### config.mk
export PLATFORM = sky130hd
export DESIGN_NAME = uart_cmd_rx
export DESIGN_NICKNAME = d
export VERILOG_FILES = /design/src/rtl/uart_cmd_pkg.sv /design/src/rtl/uart_rx_byte.sv /design/src/rtl/uart_cmd_rx.sv
export SDC_FILE = /design/constraint.sdc
export NUM_CORES = 1
export LEC_CHECK = 0
export CORE_MARGIN = 5
export CORE_UTILIZATION = 49
export CTS_BUF_LIST = sky130_fd_sc_hd__clkbuf_4
export CTS_CLUSTER_DIAMETER = 60
export CTS_CLUSTER_SIZE = 20
export DETAILED_ROUTE_END_ITERATION = 10
export GPL_TIMING_DRIVEN = 0
export HOLD_SLACK_MARGIN = 0.08
export PLACE_DENSITY_LB_ADDON = 0.05
export SLEW_MARGIN = 20
export SYNTH_ARGS = -nofsm -noshare
export SYNTH_HDL_FRONTEND = slang
export SYNTH_SLANG_ARGS = --single-unit
### constraint.sdc
create_clock -name sys_clk -period 3.8 [get_ports sys_clk]
set_input_delay 0.76 -clock sys_clk [delete_from_list [all_inputs] [get_ports sys_clk]]
set_output_delay 0.76 -clock sys_clk [all_outputs]
set_load 0.02 [all_outputs]
### src/rtl/uart_cmd_pkg.sv
// uart_cmd_pkg: shared constants, FSM state types and the frame
// checksum used by the UART command receiver.
package uart_cmd_pkg;

    localparam logic [7:0] SYNC_BYTE_DEF = 8'hA5;
    localparam int         FRAME_LEN     = 5;

    typedef enum logic [2:0] {
        B_IDLE,
        B_START,
        B_DATA,
        B_STOP,
        B_RECOVER
    } byte_st_e;

    typedef enum logic [2:0] {
        P_WAIT_SYNC,
        P_GET_CMD,
        P_GET_DH,
        P_GET_DL,
        P_GET_CHK
    } parse_st_e;

    function automatic logic [7:0] frame_chk(
        input logic [7:0] cmd,
        input logic [7:0] dh,
        input logic [7:0] dl
    );
        return cmd ^ dh ^ dl;
    endfunction

endpackage

### src/rtl/uart_rx_byte.sv
// uart_rx_byte: 2-FF synchronizer plus 8N1 byte receiver.
// Ports: sys_clk, sys_rst (async, active-high), uart_rxd (serial in),
//   byte_vld (1-cycle strobe), byte_data[7:0] (valid with byte_vld),
//   frame_err (1-cycle strobe on low stop bit),
//   rx_idle (byte FSM idle; only with UART_CMD_TIMEOUT_EN).
module uart_rx_byte #(
    parameter int CLKS_PER_BIT = 139
) (
    input  logic       sys_clk,
    input  logic       sys_rst,
    input  logic       uart_rxd,
    output logic       byte_vld,
    output logic [7:0] byte_data,
    output logic       frame_err
`ifdef UART_CMD_TIMEOUT_EN
    ,
    output logic       rx_idle
`endif
);
    import uart_cmd_pkg::*;

    localparam int CW = $clog2(CLKS_PER_BIT);
    localparam logic [CW-1:0] FULL = CW'(CLKS_PER_BIT - 1);
    localparam logic [CW-1:0] HALF = CW'(CLKS_PER_BIT / 2 - 1);

    logic          rx_meta;
    logic          rxs;
    logic          rxs_d;
    byte_st_e      st;
    logic [CW-1:0] cnt;
    logic [2:0]    bit_idx;
    logic [7:0]    shreg;

    // Idle-high line: synchronizer resets to 1 so reset release
    // never looks like a start edge.
    always_ff @(posedge sys_clk or posedge sys_rst) begin
        if (sys_rst) begin
            rx_meta <= 1'b1;
            rxs     <= 1'b1;
            rxs_d   <= 1'b1;
        end else begin
            rx_meta <= uart_rxd;
            rxs     <= rx_meta;
            rxs_d   <= rxs;
        end
    end

    always_ff @(posedge sys_clk or posedge sys_rst) begin
        if (sys_rst) begin
            st        <= B_IDLE;
            cnt       <= '0;
            bit_idx   <= '0;
            shreg     <= '0;
            byte_vld  <= 1'b0;
            frame_err <= 1'b0;
        end else begin
            byte_vld  <= 1'b0;
            frame_err <= 1'b0;
            unique case (st)
                B_IDLE: begin
                    if (rxs_d && !rxs) begin
                        st      <= B_START;
                        cnt     <= '0;
                        bit_idx <= '0;
                    end
                end
                B_START: begin
                    if (cnt == HALF) begin
                        cnt <= '0;
                        st  <= rxs ? B_IDLE : B_DATA;
                    end else begin
                        cnt <= cnt + CW'(1);
                    end
                end
                B_DATA: begin
                    if (cnt == FULL) begin
                        cnt     <= '0;
                        shreg   <= {rxs, shreg[7:1]};
                        bit_idx <= bit_idx + 3'd1;
                        if (bit_idx == 3'd7)
                            st <= B_STOP;
                    end else begin
                        cnt <= cnt + CW'(1);
                    end
                end
                B_STOP: begin
                    if (cnt == FULL) begin
                        cnt <= '0;
                        if (rxs) begin
                            byte_vld <= 1'b1;
                            st       <= B_IDLE;
                        end else begin
                            frame_err <= 1'b1;
                            st        <= B_RECOVER;
                        end
                    end else begin
                        cnt <= cnt + CW'(1);
                    end
                end
                B_RECOVER: begin
                    if (rxs)
                        st <= B_IDLE;
                end
                default: st <= B_IDLE;
            endcase
        end
    end

    assign byte_data = shreg;

`ifdef UART_CMD_TIMEOUT_EN
    assign rx_idle = (st == B_IDLE);
`endif

endmodule

### src/rtl/uart_cmd_rx.sv
// uart_cmd_rx: parses 5-byte frames SYNC,CMD,DATA_H,DATA_L,CHK from
// the host UART. Optional inter-byte timeout: UART_CMD_TIMEOUT_EN.
// Ports: sys_clk, sys_rst (async, active-high), uart_rxd (serial in),
//   cmd_valid (1-cycle strobe), cmd_code[7:0], cmd_data[15:0]
//   (held until next cmd_valid), frame_err, chk_err (1-cycle strobes),
//   busy (parser is past SYNC).
module uart_cmd_rx #(
    parameter int         CLKS_PER_BIT = 139,
    parameter logic [7:0] SYNC_BYTE    = 8'hA5
`ifdef UART_CMD_TIMEOUT_EN
    ,
    parameter int         TIMEOUT_BITS = 20
`endif
) (
    input  logic        sys_clk,
    input  logic        sys_rst,
    input  logic        uart_rxd,
    output logic        cmd_valid,
    output logic [7:0]  cmd_code,
    output logic [15:0] cmd_data,
    output logic        frame_err,
    output logic        chk_err,
    output logic        busy
);
    import uart_cmd_pkg::*;

    logic       byte_vld;
    logic [7:0] byte_data;
    logic       drop;
    parse_st_e  pst;
    logic [7:0] cmd_q;
    logic [7:0] dh_q;
    logic [7:0] dl_q;

`ifdef UART_CMD_TIMEOUT_EN
    logic rx_idle;
`endif

    uart_rx_byte #(
        .CLKS_PER_BIT(CLKS_PER_BIT)
    ) u_rx (
        .sys_clk  (sys_clk),
        .sys_rst  (sys_rst),
        .uart_rxd (uart_rxd),
        .byte_vld (byte_vld),
        .byte_data(byte_data),
        .frame_err(frame_err)
`ifdef UART_CMD_TIMEOUT_EN
        ,
        .rx_idle  (rx_idle)
`endif
    );

    assign busy = (pst != P_WAIT_SYNC);

`ifdef UART_CMD_TIMEOUT_EN
    localparam int GAP_LIMIT = TIMEOUT_BITS * CLKS_PER_BIT;
    localparam int GW        = $clog2(GAP_LIMIT + 1);

    logic [GW-1:0] gap;

    // Counts idle line time between bytes of an open frame; it holds
    // while a byte is being shifted in and restarts on each byte.
    always_ff @(posedge sys_clk or posedge sys_rst) begin
        if (sys_rst)
            gap <= '0;
        else if (byte_vld || !busy)
            gap <= '0;
        else if (rx_idle)
            gap <= gap + GW'(1);
    end

    assign drop = (gap == GW'(GAP_LIMIT));
`else
    assign drop = 1'b0;
`endif

    always_ff @(posedge sys_clk or posedge sys_rst) begin
        if (sys_rst) begin
            pst       <= P_WAIT_SYNC;
            cmd_q     <= '0;
            dh_q      <= '0;
            dl_q      <= '0;
            cmd_valid <= 1'b0;
            chk_err   <= 1'b0;
            cmd_code  <= '0;
            cmd_data  <= '0;
        end else begin
            cmd_valid <= 1'b0;
            chk_err   <= 1'b0;
            if (frame_err || drop) begin
                pst <= P_WAIT_SYNC;
            end else if (byte_vld) begin
                unique case (1'b1)
                    (pst == P_WAIT_SYNC): begin
                        if (byte_data == SYNC_BYTE)
                            pst <= P_GET_CMD;
                    end
                    (pst == P_GET_CMD): begin
                        cmd_q <= byte_data;
                        pst   <= P_GET_DH;
                    end
                    (pst == P_GET_DH): begin
                        dh_q <= byte_data;
                        pst  <= P_GET_DL;
                    end
                    (pst == P_GET_DL): begin
                        dl_q <= byte_data;
                        pst  <= P_GET_CHK;
                    end
                    (pst == P_GET_CHK): begin
                        if (byte_data == frame_chk(cmd_q, dh_q, dl_q)) begin
                            cmd_valid <= 1'b1;
                            cmd_code  <= cmd_q;
                            cmd_data  <= {dh_q, dl_q};
                        end else begin
                            chk_err <= 1'b1;
                        end
                        pst <= P_WAIT_SYNC;
                    end
                    default: pst <= P_WAIT_SYNC;
                endcase
            end
        end
    end

endmodule

==> flow_metrics.env <==
export IMPL_crit_chain="or3_1 > clkdlybuf4s50_1"
export IMPL_peakVddDrop_mv=0.270
export IMPL_yosysSeqAreaShare_pct=56.7
export IMPL_ys_warn_count=0
export IMPL_skew_ns=0.0273
export IMPL_dp_hpwl_um=4340
export IMPL_cp_num_buf_inv=1
export IMPL_rows=31
export IMPL_worstSetupPathType="reg2out"
export IMPL_drive_gt1_share_pct=26.8
export IMPL_htreeDepth=3
export IMPL_critPathLaunch="pst[0]"
export IMPL_grt_max_degree=47
export IMPL_path_clk_slew_ns=0.13
export IMPL_synth_area_top_cells="dfrtp_1 (54%), mux2_2 (18%), xnor2_1 (4.9%), dfstp_2 (2.2%), ha_1 (1.8%)"
export IMPL_globalplace_congestion=0.757
export IMPL_p_leak_nw=1.95
export IMPL_async_flop_share_pct=100
export IMPL_vias_per_cell=5.12
export IMPL_cts_num_sinks=80
export IMPL_core_area_mm2=0.00714
export IMPL_slew_headroom_pct=60.6
export IMPL_synth_cell_types=36
export IMPL_fmax_mhz=387
export IMPL_cts_buffer_depth=2
export IMPL_grt_usage_pct=15.0
export IMPL_drc=0
export IMPL_cp_slowest_stage_delay_ns=0.55
export IMPL_synth_top_cell_by_area="dfrtp_1"
export IMPL_synth_edf_count=0
export IMPL_vias=2130
export IMPL_cp_end_kind="output port"
export IMPL_antenna_found_initial=0
export IMPL_die_height_um=95.0
export IMPL_critPathSlowestCell="clkdlybuf4s50_1"
export IMPL_r2r_start="u_rx.cnt[0]"
export IMPL_cts_tree="built"
export IMPL_n_fill_cell=632
export IMPL_diodes=0
export IMPL_yosysMostFrequentCell="dfrtp_1"
export IMPL_finalMaxSlewViolations=0
export IMPL_final_antenna_net_count=0
export IMPL_cp_top_family="buffers and inverters"
export IMPL_outcome="complete, no violations"
export IMPL_nets=320
export IMPL_crit_required_ns=3.04
export IMPL_grt_pass1_wl_um=10200
export IMPL_ios=31
export IMPL_holdWs_ns=0.365
export IMPL_start_util_pct=49.6
export IMPL_clk_latency_ns=0.41
export IMPL_grt_overflow_total=0
export IMPL_arrival_ns=1.82
export IMPL_firstDrtPassIters=4
export IMPL_syn_area_per_cell_um2=13.1
export IMPL_rsz0062_at_grt="false"
export IMPL_cap_violations=0
export IMPL_root_buffer="clkbuf_4"
export IMPL_netlist_area_mm2=0.00354
export IMPL_hold_class="reg2reg"
export IMPL_synth_seq_cells=80
export IMPL_period_share_pct=67.9
export IMPL_ys_flop_type="dfrtp_1"
export IMPL_yosys_area_top_type_share_pct=54.4
export IMPL_place_area_mm2=0.00399
export IMPL_grt_pass1_vias=2056
export IMPL_stdcell_area_mm2=0.00413
export IMPL_cts_setup_buffers=0
export IMPL_period_needed_ns=2.58
export IMPL_ctsResizeCount=0
export IMPL_syn_inst=270
export IMPL_ys_top_cells_by_count="dfrtp_1 (77), mux2_2 (56), xnor2_1 (20)"
export IMPL_first_iter_violations=48
export IMPL_synth_fp_nets=278
export IMPL_die_w_um=95.0
export IMPL_die_area_mm2=0.00902
export IMPL_final_hold_violation_count=0
export IMPL_avgRoutedWirePerCell_um=14.6
export IMPL_setup_viol=0
export IMPL_io_buffers=30
export IMPL_ctsHoldBuffers=0
export IMPL_area_growth_pct=16.8
export IMPL_crit_fanout=8
export IMPL_cts_buffers_inserted=9
export IMPL_hold_start="u_rx.rx_meta"
export IMPL_critPathLaunchType="register"
export IMPL_power_density_mw_per_mm2=404
export IMPL_routed_wirelength_um=6070
export IMPL_max_slew_worst_pin_slew_ns=0.592
-- layout by cell type, fill, tap and decap left out, types with 5 or more instances in the layout --
| cell | netlist | final |
|---|---|---|
| a21o_1 | 5 | 5 |
| a21oi_1 | 7 | 7 |
| clkbuf_4 | 0 | 11 |
| clkdlybuf4s50_1 | 0 | 30 |
| dfrtp_1 | 77 | 77 |
| ha_1 | 5 | 5 |
| inv_1 | 9 | 8 |
| mux2_2 | 56 | 56 |
| nand2_1 | 9 | 9 |
| nand2b_1 | 5 | 5 |
| nor2_1 | 10 | 10 |
| nor3b_1 | 7 | 7 |
| o21ai_0 | 12 | 12 |
| xnor2_1 | 20 | 20 |
-- power breakdown --
part           total [mW]  switching, mW  internal, mW  leakage, nW
Combinational       0.224          0.125        0.0996        0.782
Clock               0.495          0.279         0.216       0.0772
Sequential          0.951         0.0502         0.901         1.09
Total                1.67          0.454          1.22         1.95
-- cell type report --
cell class                 count  area, µm²  share of cell area [%]
inverter                       9       36.3                   0.878
timing repair buffer          31        328                    7.93
buffer                         7       42.5                    1.03
multi-input combinational    174       1460                    35.3
tap                           99        124                    3.00
clock inverter                 5       56.3                    1.36
sequential                    80       2010                    48.5
clock buffer                  11       82.6                    2.00
-- cell families after synthesis --
family | after synthesis | share of synthesized area [%]
fa+ha+maj | 5 | 1.77
compound gates | 30 | 5.23
mux | 59 | 18.7
buf+inv | 16 | 2.16
simple gates | 56 | 9.58
xor+xnor | 24 | 5.94
flops | 80 | 56.7
-- state kept, by name (all words and copies together) (netlist names) --
name,cells
chk_err,1
cmd_code,8
cmd_data,16
cmd_q,8
cmd_valid,1
dh_q,8
dl_q,8
pst,3
u_rx.bit_idx,3
u_rx.byte_data,8
u_rx.byte_vld,1
u_rx.cnt,8
u_rx.frame_err,1
u_rx.rx_meta,1
u_rx.rxs,1
u_rx.rxs_d,1
u_rx.st,3
-- final timing paths --
path | endpoint | slack (ns) | depth (start not counted)
max | busy | 1.22 | 2
max in group asynchronous | cmd_code[2] | 2.52 | 3
min reg2reg | u_rx.rxs | 0.37 | 0
max reg2reg | u_rx.bit_idx[0] | 1.61 | 7
min in group asynchronous | cmd_data[13] | 0.71 | 2
min | u_rx.rxs | 0.37 | 0
-- stage by stage --
stage | total power [mW] | setup TNS [ns] | utilization (%) | instances | setup WS (ns)
2_1_floorplan | 1.14 | 0 | - | 270 | 0.993
3_3_place_gp | 1.18 | -26.58 | 55.5 | 399 | -0.351
4_1_cts | 1.70 | 0 | 57.9 | 416 | 1.19
6_report | 1.67 | 0 | 57.9 | 416 | 1.22
3_5_place_dp | 1.20 | 0 | 56.0 | 400 | 1.64
5_1_grt | 1.79 | 0 | 57.9 | 416 | 1.14
-- routing by layer --
layer	vias to the layer above	global-route usage, %	routed length [µm]
li1	1039	-	-
met1	1055	20.0	2830
met2	26	23.7	2940
met3	10	3.03	195
met4	0	6.49	108
met5	-	0	0
(Power assumes the default switching activity.)
